File: src/rtl/bp_pkg.sv
`default_nettype none
// +--------------------------------------------------------------------+
// | bp_pkg : shared types and counter helpers for the PHT controller   |
// | Rev 1.0                                                            |
// +--------------------------------------------------------------------+
package bp_pkg;

   localparam int BP_K = 4;
   localparam int BP_N = 2;

   typedef enum logic [0:0] {
      ST_INIT = 1'b0,
      ST_RUN  = 1'b1
   } bp_state_t;

   typedef struct packed {
      logic [BP_K-1:0] idx;
      logic [BP_N-1:0] ctr;
      logic            pred;
   } bp_entry_t;

   // Weakly not-taken: 0111..1
   function automatic logic [BP_N-1:0] bp_ctr_init();
      return {1'b0, {(BP_N-1){1'b1}}};
   endfunction

   function automatic logic [BP_N-1:0] bp_ctr_update(input logic [BP_N-1:0] ctr,
                                                     input logic            taken);
      if (taken)
         return (&ctr) ? ctr : ctr + BP_N'(1);
      else
         return (|ctr) ? ctr - BP_N'(1) : ctr;
   endfunction

endpackage
`default_nettype wire

File: src/rtl/bp_inflight_fifo.sv
`default_nettype none
// +--------------------------------------------------------------------+
// | bp_inflight_fifo : in-order in-flight branch queue with flush and  |
// | per-entry index-match counter patching.   Rev 1.0                  |
// +--------------------------------------------------------------------+
module bp_inflight_fifo
   import bp_pkg::*;
#(
   parameter int DEPTH = 4,
   parameter int K     = BP_K,
   parameter int N     = BP_N
) (
   input  logic         clk,
   input  logic         reset_n,
   input  logic         i_push,
   input  logic [K-1:0] i_push_idx,
   input  logic [N-1:0] i_push_ctr,
   input  logic         i_push_pred,
   input  logic         i_pop,
   input  logic         i_flush,
   input  logic         i_patch_en,
   input  logic [K-1:0] i_patch_idx,
   input  logic [N-1:0] i_patch_ctr,
   output logic [K-1:0] o_head_idx,
   output logic [N-1:0] o_head_ctr,
   output logic         o_head_pred,
   output logic         o_empty,
   output logic         o_full
);

   localparam int AW = $clog2(DEPTH);

   bp_entry_t       r_mem [DEPTH];
   logic [AW:0]     r_rd_ptr;
   logic [AW:0]     r_wr_ptr;
   logic [AW-1:0]   w_rd_addr;
   logic [AW-1:0]   w_wr_addr;
   bp_entry_t       w_push_entry;

   assign w_rd_addr = r_rd_ptr[AW-1:0];
   assign w_wr_addr = r_wr_ptr[AW-1:0];
   assign o_empty   = (r_rd_ptr == r_wr_ptr);
   assign o_full    = (r_rd_ptr[AW] != r_wr_ptr[AW]) && (w_rd_addr == w_wr_addr);

   assign o_head_idx  = r_mem[w_rd_addr].idx;
   assign o_head_ctr  = r_mem[w_rd_addr].ctr;
   assign o_head_pred = r_mem[w_rd_addr].pred;

   // An entry pushed in the same cycle as a matching resolve must see the new count
   always_comb begin
      w_push_entry.idx  = i_push_idx;
      w_push_entry.pred = i_push_pred;
      w_push_entry.ctr  = (i_patch_en && (i_patch_idx == i_push_idx)) ? i_patch_ctr : i_push_ctr;
   end

   always_ff @(posedge clk or negedge reset_n) begin
      if (!reset_n) begin
         r_rd_ptr <= '0;
         r_wr_ptr <= '0;
      end else if (i_flush) begin
         r_rd_ptr <= '0;
         r_wr_ptr <= '0;
      end else begin
         if (i_pop)
            r_rd_ptr <= r_rd_ptr + (AW+1)'(1);
         if (i_push)
            r_wr_ptr <= r_wr_ptr + (AW+1)'(1);
      end
   end

   always_ff @(posedge clk or negedge reset_n) begin
      if (!reset_n) begin
         for (int i = 0; i < DEPTH; i++)
            r_mem[i] <= '0;
      end else begin
         for (int i = 0; i < DEPTH; i++) begin
            if (i_push && (w_wr_addr == AW'(i)))
               r_mem[i] <= w_push_entry;
            else if (i_patch_en && (r_mem[i].idx == i_patch_idx))
               r_mem[i].ctr <= i_patch_ctr;
         end
      end
   end

endmodule
`default_nettype wire

File: src/rtl/bp_pht_ctrl.sv
`default_nettype none
// +--------------------------------------------------------------------+
// | bp_pht_ctrl : PHT sequencer (history, index, predict/resolve, init |
// | sweep). Macro BP_GSHARE_HASH_EN selects pc^history indexing. Rev1.0|
// +--------------------------------------------------------------------+
module bp_pht_ctrl
   import bp_pkg::*;
#(
   parameter int K     = BP_K,
   parameter int N     = BP_N,
   parameter int DEPTH = 4
) (
   input  logic         clk,
   input  logic         reset_n,
   input  logic         pred_req_valid,
   input  logic [K-1:0] pred_req_pc,
   output logic         pred_req_ready,
   output logic         pred_taken,
   input  logic         resolve_valid,
   input  logic         resolve_taken,
   output logic         mispredict,
   output logic [K-1:0] pht_rd_idx,
   input  logic [N-1:0] pht_rd_data,
   output logic         pht_wr_en,
   output logic [K-1:0] pht_wr_idx,
   output logic [N-1:0] pht_wr_data,
   output logic         busy,
   output logic         err_underflow
);

   bp_state_t    r_state;
   logic [K:0]   r_init_cnt;
   logic [K-1:0] r_bhr_spec;
   logic [K-1:0] r_bhr_commit;
   logic         r_wr_en;
   logic [K-1:0] r_wr_idx;
   logic [N-1:0] r_wr_data;
   logic         r_mispredict;
   logic         r_err;

   logic [K-1:0] w_idx;
   logic [N-1:0] w_ctr_eff;
   logic         w_pred;
   logic         w_accept;
   logic         w_resolve;
   logic         w_mis;
   logic [N-1:0] w_new_ctr;
   logic [K-1:0] w_commit_next;
   logic [K-1:0] w_head_idx;
   logic [N-1:0] w_head_ctr;
   logic         w_head_pred;
   logic         w_empty;
   logic         w_full;

`ifdef BP_GSHARE_HASH_EN
   assign w_idx = pred_req_pc ^ r_bhr_spec;
`else
   logic w_unused_pc;
   assign w_unused_pc = ^pred_req_pc;
   assign w_idx       = r_bhr_spec;
`endif

   // Bypass the write still in flight to the table
   assign w_ctr_eff = (r_wr_en && (r_wr_idx == w_idx)) ? r_wr_data : pht_rd_data;
   assign w_pred    = w_ctr_eff[N-1];

   assign busy           = (r_state == ST_INIT);
   assign pred_req_ready = !busy && !w_full;
   assign pred_taken     = w_pred;
   assign pht_rd_idx     = w_idx;
   assign pht_wr_en      = r_wr_en;
   assign pht_wr_idx     = r_wr_idx;
   assign pht_wr_data    = r_wr_data;
   assign mispredict     = r_mispredict;
   assign err_underflow  = r_err;

   assign w_accept      = pred_req_valid && pred_req_ready;
   assign w_resolve     = resolve_valid && (r_state == ST_RUN) && !w_empty;
   assign w_mis         = w_resolve && (resolve_taken != w_head_pred);
   assign w_new_ctr     = bp_ctr_update(w_head_ctr, resolve_taken);
   assign w_commit_next = {r_bhr_commit[K-2:0], resolve_taken};

   bp_inflight_fifo #(
      .DEPTH (DEPTH),
      .K     (K),
      .N     (N)
   ) u_fifo (
      .clk         (clk),
      .reset_n     (reset_n),
      .i_push      (w_accept && !w_mis),
      .i_push_idx  (w_idx),
      .i_push_ctr  (w_ctr_eff),
      .i_push_pred (w_pred),
      .i_pop       (w_resolve && !w_mis),
      .i_flush     (w_mis),
      .i_patch_en  (w_resolve),
      .i_patch_idx (w_head_idx),
      .i_patch_ctr (w_new_ctr),
      .o_head_idx  (w_head_idx),
      .o_head_ctr  (w_head_ctr),
      .o_head_pred (w_head_pred),
      .o_empty     (w_empty),
      .o_full      (w_full)
   );

   always_ff @(posedge clk or negedge reset_n) begin
      if (!reset_n) begin
         r_state      <= ST_INIT;
         r_init_cnt   <= '0;
         r_bhr_spec   <= '0;
         r_bhr_commit <= '0;
         r_wr_en      <= 1'b0;
         r_wr_idx     <= '0;
         r_wr_data    <= '0;
         r_mispredict <= 1'b0;
         r_err        <= 1'b0;
      end else begin
         r_mispredict <= w_mis;
         if (resolve_valid && !w_resolve)
            r_err <= 1'b1;
         case (r_state)
            ST_INIT: begin
               // One extra cycle after the last write keeps busy high until it has issued
               if (!r_init_cnt[K]) begin
                  r_wr_en    <= 1'b1;
                  r_wr_idx   <= r_init_cnt[K-1:0];
                  r_wr_data  <= bp_ctr_init();
                  r_init_cnt <= r_init_cnt + (K+1)'(1);
               end else begin
                  r_wr_en <= 1'b0;
                  r_state <= ST_RUN;
               end
            end
            default: begin
               r_wr_en <= w_resolve;
               if (w_resolve) begin
                  r_wr_idx     <= w_head_idx;
                  r_wr_data    <= w_new_ctr;
                  r_bhr_commit <= w_commit_next;
               end
               if (w_mis)
                  r_bhr_spec <= w_commit_next;
               else if (w_accept)
                  r_bhr_spec <= {r_bhr_spec[K-2:0], w_pred};
            end
         endcase
      end
   end

endmodule
`default_nettype wire

File: config.mk
export PLATFORM = sky130hd
export DESIGN_NAME = bp_pht_ctrl
export DESIGN_NICKNAME = d
export VERILOG_FILES = /design/src/rtl/bp_pkg.sv /design/src/rtl/bp_inflight_fifo.sv /design/src/rtl/bp_pht_ctrl.sv
export SDC_FILE = /design/constraint.sdc
export NUM_CORES = 1
export LEC_CHECK = 0
export CORE_MARGIN = 1.5
export CORE_UTILIZATION = 42
export DETAILED_ROUTE_END_ITERATION = 12
export HOLD_SLACK_MARGIN = 0.12
export PLACE_DENSITY_LB_ADDON = 0.12
export SLEW_MARGIN = 10
export SYNTH_ARGS = -nofsm -noshare
export SYNTH_HDL_FRONTEND = slang
export SYNTH_HIERARCHICAL = 1
export SYNTH_SLANG_ARGS = --single-unit
File: constraint.sdc
create_clock -name clk -period 3.8 [get_ports clk]
set_input_delay 1.14 -clock clk [delete_from_list [all_inputs] [get_ports clk]]
set_output_delay 1.14 -clock clk [all_outputs]
set_load 0.05 [all_outputs]
==> summary.md <==
| Metric | Value |
|---|---|
| Via count | `2113` |
| CTS max path bufs | `2` |
| Sequential fraction of the synthesis area | `0.469` |
| Hold_buf cts | `0` |
| H-tree depth | `2` |
| Drt initial violations | `189` |
| Setup Skew | `11.6 ps` |
| Core area | `6830 sq um` |
| Slew at the pin closest to its max-slew limit | `1040 ps` |
| Post-synthesis register bit count | `56` |
| Die Span Y | `87.3 um` |
| Gr ovfl total | `0` |
| Full die area | `7620 sq um` |
| Final setup margin | `399 ps` |
| GR Util All Layers | `0.196` |
| Worst-path maximum fanout | `6` |
| CP endpoint kind | `output port` |
| Crit-path cells | `clkdlybuf4s50_1 -> o31a_1 -> or2_1 -> buf_12` |
| Largest net degree at the start of global routing | `47` |
| # DRC | `0` |
| Fin Hold WS | `464 ps` |
| Leakage power | `1.57 nW` |
| Worst VDD drop | `0.000405 V` |
| Initial core utilization | `0.437` |
| Max-slew headroom | `0.308` |
| CP Class | `input port to output port` |
| Antenna violations before repair | `0` |
| Max-cap violations | `0` |
| Final ANT Viol Nets | `0` |
| Fillers | `644` |
| CTS sink cnt | `56` |
| PortBufs | `22` |
| Minimum clock period | `3400 ps` |
| Die width | `87.3 um` |
| F_max | `0.294 GHz` |
| Syn nets | `294` |
| Clock Latency Late Sink | `310 ps` |
| Multi-input logic area | `1430 sq um` |
| Run status | `finished clean` |
| Syn Area/Cell | `10.8 sq um` |
| Ranking of synthesized cells by area | `dfrtp_1 47%, mux2_1 6.0%, mux4_2 5.3%` |
| Row cnt | `30` |
| Fin. Hold Viols | `0` |
| WP buf/inv | `2` |
| Cts bufs inserted | `5` |
| Fin crit share | `0.895` |
| Multiplexer share of the synthesized area | `0.145` |
| Startpoint Class | `input port` |
| Vias/cell | `5.30` |
| Final setup fails | `0` |
| CTS Root Cell | `clkbuf_8` |
| Synth Area in Simple Gates | `0.113` |
| RSZ-0062 raised after global routing | `no` |
| Critical path arrival | `2260 ps` |
| Area grow syn2layout | `15.4%` |
| Cell variety after synth | `45` |
| Post-synthesis compound-gate area fraction | `0.104` |
| Placement Setup Slack | `390 ps` |
| Top cell type's share of synthesized area | `0.469` |
| Inst Count DP | `393` |
| Register area | `1400 sq um` |
| Post-CTS Repair Setup Buffers | `0` |
| Crit path max-delay family | `buffers and inverters` |
| Leading cell type in the layout, fill and taps excluded | `dfrtp_1` |
| Number of global-route vias before repair | `2144` |
| Cell area after synthesis | `2990 sq um` |
| Post-DP HPWL | `4970 um` |
| Largest family of logic cells by synthesized area | `multiplexers` |
| # IOs | `27` |
| Nets | `321` |
| Worst hold path type | `flip-flop to flip-flop` |
| Share of layout cells above drive strength 1 | `0.102` |
| Antenna diodes | `0` |
| Slowest cell on crit path | `clkdlybuf4s50_1` |
| CTS clk-pin slew, worst paths | `90 ps` |
| Routed length per placed instance | `16.9 um` |
| Post-Route WL | `6730 um` |
| Finished Layout Cells | `399` |
| CTS tree | `yes` |
| Total Neg Setup Slack | `0 ps` |
| Most frequent cells in the layout | `56 x dfrtp_1, 29 x nand2_1, 22 x inv_1` |
| DR pass1 iterations | `5` |
| Ys Warns | `6` |
| PD cells | `952 nW/um^2` |
| Post-Synth Adder-Cell Area | `0.0319` |
| Synth area leader | `dfrtp_1` |
| Final Max Tran Viols | `0` |
| Critical path's largest stage delay | `460 ps` |
| Cells after Synth | `277` |
| Routability cong. | `0.850` |
| Post-synthesis xor/xnor area fraction | `0.0851` |
| First-pass GRT wire length | `11300 um` |
| Post-CTS sizing | `0` |
| CP Data Required Time | `2660 ps` |
-- worst paths after layout --
path / from / end / slack [ps] / cells past startpoint
max in group asynchronous: reset_n / u_fifo/r_mem[2]$_DFFE_PN0P_ / 2040 / 2
worst min register to register: err_underflow$_DFFE_PN0P_ / err_underflow$_DFFE_PN0P_ / 460 / 1
worst max-delay path: pht_rd_data[1] / pred_taken / 400 / 4
worst min-delay path: err_underflow$_DFFE_PN0P_ / err_underflow$_DFFE_PN0P_ / 460 / 1
worst max register to register: u_fifo/r_rd_ptr[0]$_DFFE_PN0P_ / u_fifo/r_mem[9]$_DFFE_PN0P_ / 1050 / 9
min in group asynchronous: reset_n / r_init_cnt[2]$_DFFE_PN0P_ / 1000 / 1
-- stage by stage --
| step | power (mW) | area, sq um | utilization |
|---|---|---|---|
| finish | 3.28 | 3450 | 0.504 |
| global route | 3.54 | 3450 | 0.504 |
| CTS | 3.30 | 3450 | 0.504 |
| detailed placement | 2.91 | 3350 | 0.490 |
| global placement | 2.89 | 3350 | 0.490 |
| floorplan | 2.42 | 2990 | - |
-- flip-flops by register name, indices dropped and copies added, names as in the netlist, 2 cells and up --
register / flops
u_fifo/r_mem: 28
pht_rd_idx: 4
pht_wr_idx: 4
r_init_cnt: 5
u_fifo/r_wr_ptr: 3
r_bhr_commit: 3
pht_wr_data: 2
u_fifo/r_rd_ptr: 3
-- kinds of logic after synthesis --
group                      after synthesis
AOI/OAI and AO/OA                       45
buffers and inverters                   36
DFF                                     56
xor gates and xnor gates                29
muxes                                   32
and+or+nand+nor                         71
adders and majority gates                8
-- routing by layer --
layer	wire length [um]	up-vias	track usage
li1	-	1020	-
met1	3330	1029	0.292
met2	3060	59	0.299
met3	280	5	0.0313
met4	58	0	0.0505
met5	0	-	0
-- cells in the mapped netlist, drive strengths merged --
cell type	n
nand3b	1
ha	6
nand4b	1
nor2	16
a31o	1
mux2i	7
mux2	18
a2111o	1
nand4	4
or3	1
clkbuf	5
o2111a	1
nand2	29
xnor2	14
nor3	4
a222oi	9
mux4	7
o31ai	3
o31a	1
maj3	2
dfrtp	56
inv	23
nor2b	5
buf	8
a22oi	1
o22ai	1
and3	1
nand3	1
nand2b	2
a21oi	7
o21ai	13
a31oi	6
nor4	1
or2	1
and2	4
a21o	1
xor2	15
-- power breakdown --
group / leakage, nW / total, mW / internal, mW / switching (mW)
Clock: 0.0501 / 0.376 / 0.190 / 0.186
Combinational: 0.844 / 1.84 / 0.758 / 1.08
Sequential: 0.677 / 1.07 / 0.843 / 0.222
-- final cells by class --
cell class,count,area share
multi-input cells,185,0.415
clock inverters,1,0.00871
repair buffers,33,0.0893
flip-flops and latches,56,0.407
inverters,23,0.0251
clock buffers,5,0.0200
well taps,96,0.0349
Power figures use the tool's default switching activity.
